[config.mk]
export PLATFORM = sky130hd
export DESIGN_NAME = unpool_2x2_stream
export DESIGN_NICKNAME = d
export VERILOG_FILES = /design/src/rtl/unpool_2x2_stream.sv
export SDC_FILE = /design/constraint.sdc
export NUM_CORES = 1
export LEC_CHECK = 0
export BUFFER_PORTS_ARGS = -buffer_cell sky130_fd_sc_hd__clkbuf_2
export CAP_MARGIN = 10
export CORE_MARGIN = 2
export CORE_UTILIZATION = 66
export CTS_BUF_LIST = sky130_fd_sc_hd__clkbuf_16
export DETAILED_ROUTE_END_ITERATION = 10
export GPL_ROUTABILITY_DRIVEN = 0
export HOLD_SLACK_MARGIN = 0.15
export MAX_ROUTING_LAYER = met4
export PLACE_DENSITY = 0.83
export SETUP_SLACK_MARGIN = 0.3
export SYNTH_ARGS = -nofsm -noshare
export SYNTH_HDL_FRONTEND = slang
export SYNTH_SLANG_ARGS = --single-unit
[constraint.sdc]
create_clock -name clk -period 7.25 [get_ports clk]
set_input_delay 2.175 -clock clk [delete_from_list [all_inputs] [get_ports clk]]
set_output_delay 2.175 -clock clk [all_outputs]
set_load 0.01 [all_outputs]
[src/rtl/unpool_2x2_stream.sv]
// Streaming 2x2 upsampler (inverse of the 2x2 max-pool). Each input pixel becomes a 2x2 output block.
// The block works in nearest-replicate mode or in argmax-driven max-unpool mode.
module unpool_2x2_stream #(
    parameter int IN_WIDTH    = 12,
    parameter int IN_HEIGHT   = 12,
    parameter int UNPOOL_MODE = 0
) (
    input  logic        clk,
    input  logic        rst_n,
    input  logic        in_valid,
    output logic        in_ready,
    input  logic [47:0] in_data,
    input  logic [11:0] in_idx,
    output logic        out_valid,
    input  logic        out_ready,
    output logic [47:0] out_data,
    output logic        out_last
);

    localparam int CW = (IN_WIDTH  > 1) ? $clog2(IN_WIDTH)  : 1;
    localparam int RW = (IN_HEIGHT > 1) ? $clog2(IN_HEIGHT) : 1;

    typedef enum logic {
        EVEN = 1'b0,
        ODD  = 1'b1
    } phase_t;

    phase_t        phase;
    logic          sub;
    logic [CW-1:0] in_col;
    logic [RW-1:0] in_row;

    logic [47:0]   hold_data;
    logic [11:0]   hold_idx;
    logic [47:0]   lb_data [IN_WIDTH];
    logic [11:0]   lb_idx  [IN_WIDTH];

    logic          adv;
    logic          accept;
    logic          col_last;
    logic          row_last;
    logic          load;
    logic [47:0]   src_data;
    logic [11:0]   src_idx;
    logic [1:0]    quad;
    logic [47:0]   next_data;

    // Keep the channel whose argmax matches this quadrant; replicate mode keeps every channel.
    function automatic logic [47:0] place(input logic [47:0] d, input logic [11:0] ix,
                                          input logic [1:0] q);
        logic [47:0] r;
        r = '0;
        for (int k = 0; k < 6; k++) begin
            if (UNPOOL_MODE == 0 || ix[2*k +: 2] == q) begin
                r[8*k +: 8] = d[8*k +: 8];
            end
        end
        return r;
    endfunction

    assign adv      = !out_valid || out_ready;
    assign in_ready = (phase == EVEN) && !sub && adv;
    assign accept   = in_ready && in_valid;
    assign col_last = (in_col == CW'(IN_WIDTH - 1));
    assign row_last = (in_row == RW'(IN_HEIGHT - 1));
    assign load     = adv && (accept || sub || phase == ODD);
    assign quad     = {phase == ODD, sub};

    // The even row's left copy comes straight from the input, its right copy from the hold register,
    // and the odd row replays the line buffer.
    always_comb begin
        src_data = in_data;
        src_idx  = in_idx;
        if (phase == ODD) begin
            src_data = lb_data[in_col];
            src_idx  = lb_idx[in_col];
        end else if (sub) begin
            src_data = hold_data;
            src_idx  = hold_idx;
        end
        next_data = place(src_data, src_idx, quad);
    end

    // Pixel storage is not reset; it is always written before it is read.
    always_ff @(posedge clk) begin
        if (accept) begin
            hold_data       <= in_data;
            hold_idx        <= in_idx;
            lb_data[in_col] <= in_data;
            lb_idx[in_col]  <= in_idx;
        end
    end

    always_ff @(posedge clk or negedge rst_n) begin
        if (!rst_n) begin
            phase     <= EVEN;
            sub       <= 1'b0;
            in_col    <= '0;
            in_row    <= '0;
            out_valid <= 1'b0;
            out_data  <= '0;
            out_last  <= 1'b0;
        end else if (adv) begin
            if (!load) begin
                out_valid <= 1'b0;
                out_last  <= 1'b0;
            end else begin
                out_valid <= 1'b1;
                out_data  <= next_data;
                out_last  <= (phase == ODD) && sub && col_last && row_last;
                sub       <= !sub;
                if (sub) begin
                    if (col_last) begin
                        in_col <= '0;
                        if (phase == EVEN) begin
                            phase <= ODD;
                        end else begin
                            phase  <= EVEN;
                            in_row <= row_last ? '0 : in_row + RW'(1);
                        end
                    end else begin
                        in_col <= in_col + CW'(1);
                    end
                end
            end
        end
    end

endmodule

[Word level (Yosys, flattened, before mapping)]
Memories as Yosys holds them, arrays and structs flattened.
Cells that the tools add are included.
Word-level totals
  flip-flop bits (word level): 108
  bits in latches: 0
  bits in writable memories: 576
  memory bits (read-only): 0
  output and inout bits: 51
  logic and storage cells: 39
  memories: 1
Cells by class
  add/sub/neg operators: 2
  multipliers: 0
  div/mod/pow operators: 0
  order comparisons: 0
  equal/unequal tests: 2
  shift operators: 0
  multiplexer cells: 9
  bitwise logic cells: 1
  reduce and logical (&&, ||, !) cells: 16
Memory list
  lb_data: depth 12, bits a word 48, read ports 1, clocked after memory_dff 0, write ports 1, line 35  | logic [47:0] lb_data [IN_WIDTH];
Operator list (number)
  $mux W48: 2
  $add A4 B1 Y4 const B: 2
  $eq A4 B4 Y1 const B: 2
  $mux W4: 2
  $logic_and A1 B1 Y1: 7
  $mux W1: 5
  $reduce_and A5 Y1: 1
  $reduce_and A4 Y1: 1
  $logic_or A1 B1 Y1: 3
  $reduce_and A3 Y1: 1
  $logic_not A1 Y1: 2
  $reduce_and A2 Y1: 1
  $not A1 Y1: 1

[Logic depth before layout (Yosys ltp)]
  depth after elaboration: 8
  mapped depth: 7
  mapped depth without buffers: 5

[Worst setup path after synthesis]
Ideal clock, no wire load.
  kind: input -> register
  start point: input port out_ready
  end point: memory lb_data[3][0], enable pin
  library setup time: 0.411 ns
  arrival: 4.864 ns
  path slack: 1.975 ns
  cell stages on the path: 5
  buffers on the path: 1
  path through: nor2b_1 nor3_1 and2_1 buf_2 and3_1
On the way
  longest elaborated chain between the ends: 5
RTL lines
  from (decl): line 15  | input logic out_ready,
  $logic_or A1 B1 Y1: line 61  | assign adv = !out_valid || out_ready;
  $logic_and A1 B1 Y1: line 62  | assign in_ready = (phase == EVEN) && !sub && adv;
  net in_ready: line 11  | output logic in_ready,
  $logic_and A1 B1 Y1: line 63  | assign accept = in_ready && in_valid;
  net accept: line 39  | logic accept;
  $mux W1 (2 in series)
  to (decl): line 35
The timed path passes the listed nets, and every way through them passes these cells.

[Final worst setup path]
  start point: input port out_ready
  end point: output port in_ready
On the way
  longest elaborated chain between the ends: 2
RTL lines (line)
  $logic_or A1 B1 Y1: 61
  $logic_and A1 B1 Y1: 62
  to (decl): 11
No other way between the ends.

==> results.txt <==
status -> finished, final reports clean
hold buffers post-CTS -> 0
Max Fclk -> 192 MHz
ys async rst share -> 0.0877
CP Launch Type -> input port
HPWL after DPL -> 30300 um
pre-CTS WS -> 2090 ps
Starting Density -> 0.673
Worst Path Required -> 5080 ps
routed vias -> 14600
top_reg_cell synth -> edfxtp_1
Seq cells post-synth -> 684
Netlist cell types -> 41
max cap viols -> 0
Final nets -> 1742
clock buffers created by TritonCTS -> 66
Die ar. -> 42300 um2
CTS H-Tree Depth -> 3
Tmin final -> 5200 ps
Slew headroom -> 0.216
fin util -> 0.749
worst path bufs/invs -> 2
DRC viols -> 0
# fillers -> 2183
Worst-path clk slew -> 60 ps
Root Buffer -> clkbuf_16
Post-Syn Nets -> 1639
Worst Slack Setup Final -> 2050 ps
io pins -> 115
total gr overflow -> 0
largest net degree at the start of global routing -> 171
clk sink count -> 684
area share of and/or/nand/nor cells after synthesis -> 0.0415
CP arrival -> 3020 ps
Post-CTS Setup Inserts -> 0
Starting DRT DRC Count -> 1319
Post-synth EDFFs -> 624
Synth Area in Adders -> 0.00233
DRT Pass-1 Iters -> 7
Reg-to-Reg Start -> in_col[1]
Yosys warning count -> 0
num rows -> 73
first-pass GRT wire length -> 85800 um
clk_lat worst skew -> 590 ps
final wirelength -> 57300 um
Final Max Tran Viols -> 0
final cycle utilization of the critical path -> 0.717
setup TNS -> 0 ps
worst-margin pin slew -> 1180 ps
mapped cell area -> 26900 um2
Crit Path Class -> in -> out
core region area -> 39900 um2
ANT nets after route -> 0
Syn-to-layout area delta -> 11.2%
initial antenna violation count -> 2
multiplexer area fraction after synthesis -> 0.128
RSZ-0062 raised after global routing -> no
CP max stage cell -> nor2b_1
Die Ht -> 206 um
GRT Util Overall -> 0.285
worst hold start -> out_last
worst path cell trace -> clkbuf_2 -> nor2b_1 -> nor3_1 -> clkbuf_2
largest family of logic cells by synthesized area -> multiplexers
WL/cell -> 25.4 um
IO Port Bufs -> 102
Power Density -> 368 nW/um2
Final Setup Violations -> 0
clock skew -> 17.6 ps
Max rail drop VDD -> 286 uV
Die X -> 206 um
slowest cell delay on critical path -> 410 ps
Clock Tree Buf Depth -> 3
Top delay family on crit path -> simple AND/OR/NAND/NOR gates
most frequent CP cell -> clkbuf_2
CP endpoint kind -> primary output
Post-Synthesis Cells -> 1570
power after layout -> 11.0 mW
leak pwr -> 10.7 nW
min-delay worst type -> reg -> reg
complex-gate fraction of the synthesized area -> 0.0556
Avg Cell Area, Syn -> 17.1 um2
vias in the first global route -> 14900
# resized after CTS -> 0
XOR/XNOR share of the synthesized area -> 0.000326
share of post-route cells with drive strength above 1 -> 0.169
Vias/cell -> 6.48
Fin. Hold Viols -> 0
sequential cell area fraction in the yosys report -> 0.753
CP Launch Point -> out_ready
peak fanout along the critical path -> 4
CTS tree -> built
## cells in the mapped netlist (2+ instances only)
cell,instances,area share
and3_1,12,0.0028
edfxtp_1,624,0.70
mux2_2,48,0.020
a31oi_1,2,0.00047
nand3_1,4,0.00075
clkbuf_1,27,0.0038
a21oi_1,86,0.016
nand2_1,14,0.0020
dfrtp_1,60,0.056
mux2i_1,281,0.10
a211oi_1,4,0.0011
o22ai_1,90,0.021
o21ai_0,6,0.0011
ha_1,5,0.0023
nor4_1,5,0.0012
nor2b_1,50,0.012
nand3b_1,2,0.00056
a221oi_1,3,0.00098
buf_4,7,0.0020
a211o_1,45,0.015
nor3_1,46,0.0086
mux4_2,4,0.0034
buf_2,51,0.0095
nor2_1,66,0.0092
buf_6,6,0.0025
inv_1,4,0.00056
nand2b_1,4,0.00093
## layout make-up
type                       instances  area [um2]  share of cell area
multi-input combinational        789        6150               0.206
clock inverter                    50         308              0.0103
clock buffer                      71        1780              0.0595
inverter                           4        15.0            0.000502
antenna                            2        5.00            0.000167
tap                              525         657              0.0220
sequential                       684       20200               0.678
timing repair buffer             128         721              0.0241
## stage by stage
step,std cells,area (um2),hold WS [ps]
3_5_place_dp,2130,27800,479
5_1_grt,2253,29900,538
6_report,2253,29900,487
2_1_floorplan,1570,26900,487
3_3_place_gp,2130,27800,466
4_1_cts,2251,29900,492
## worst reg2reg max path: stages, from the launching register on
cell	delay [ps]
dfrtp_4	1090
buf_12	940
buf_4	990
mux2i_1	330
o22ai_1	110
nor3_1	340
a21oi_1	110
## sequential cells by signal, summed over array words and instances, names as in the netlist
register,count
out_last,1
lb_data,576
in_row,4
phase,1
hold_data,48
out_valid,1
sub,1
out_data,48
in_col,4
## cells in the final DEF, fill, tap and decap left out, types with 17 or more instances in the layout
| cell type | count |
|---|---|
| edfxtp_1 | 624 |
| mux2i_1 | 281 |
| clkbuf_2 | 101 |
| o22ai_1 | 90 |
| a21oi_1 | 86 |
| clkbuf_16 | 71 |
| nor2_1 | 66 |
| dfrtp_1 | 57 |
| nor2b_1 | 50 |
| mux2_2 | 48 |
| nor3_1 | 46 |
| a211o_1 | 45 |
| buf_4 | 26 |
| inv_1 | 21 |
| clkinv_1 | 17 |
## routing by layer
metal / wire (um) / track usage
met1: 21700 / 0.358
met2: 29100 / 0.463
met3: 4480 / 0.0512
met4: 2020 / 0.122
met5: 0 / -
## path summary, 6_finish.rpt
check,to,slack (ps),cells after the start
worst min-delay path,out_last,490,2
worst min register to register,out_last,490,2
worst max-delay path,in_ready,2050,4
max in group asynchronous,in_col[1],4620,2
worst max register to register,out_data[14],3230,6
min in group asynchronous,out_data[41],1550,1
## logic make-up after synthesis
logic type / count (synthesis)
buffers and inverters: 97
muxes: 333
adders and majority gates: 5
DFF: 684
and+or+nand+nor: 213
AOI/OAI and AO/OA: 237
xor gates and xnor gates: 1
## where the power goes
| part | switching (mW) | total, mW | leakage (nW) | internal (mW) |
|---|---|---|---|---|
| combinational | 1.68 | 2.84 | 3.33 | 1.16 |
| sequential | 0.295 | 4.89 | 6.33 | 4.60 |
| clock | 1.40 | 3.28 | 1.09 | 1.88 |
(Power assumes the default switching activity.)
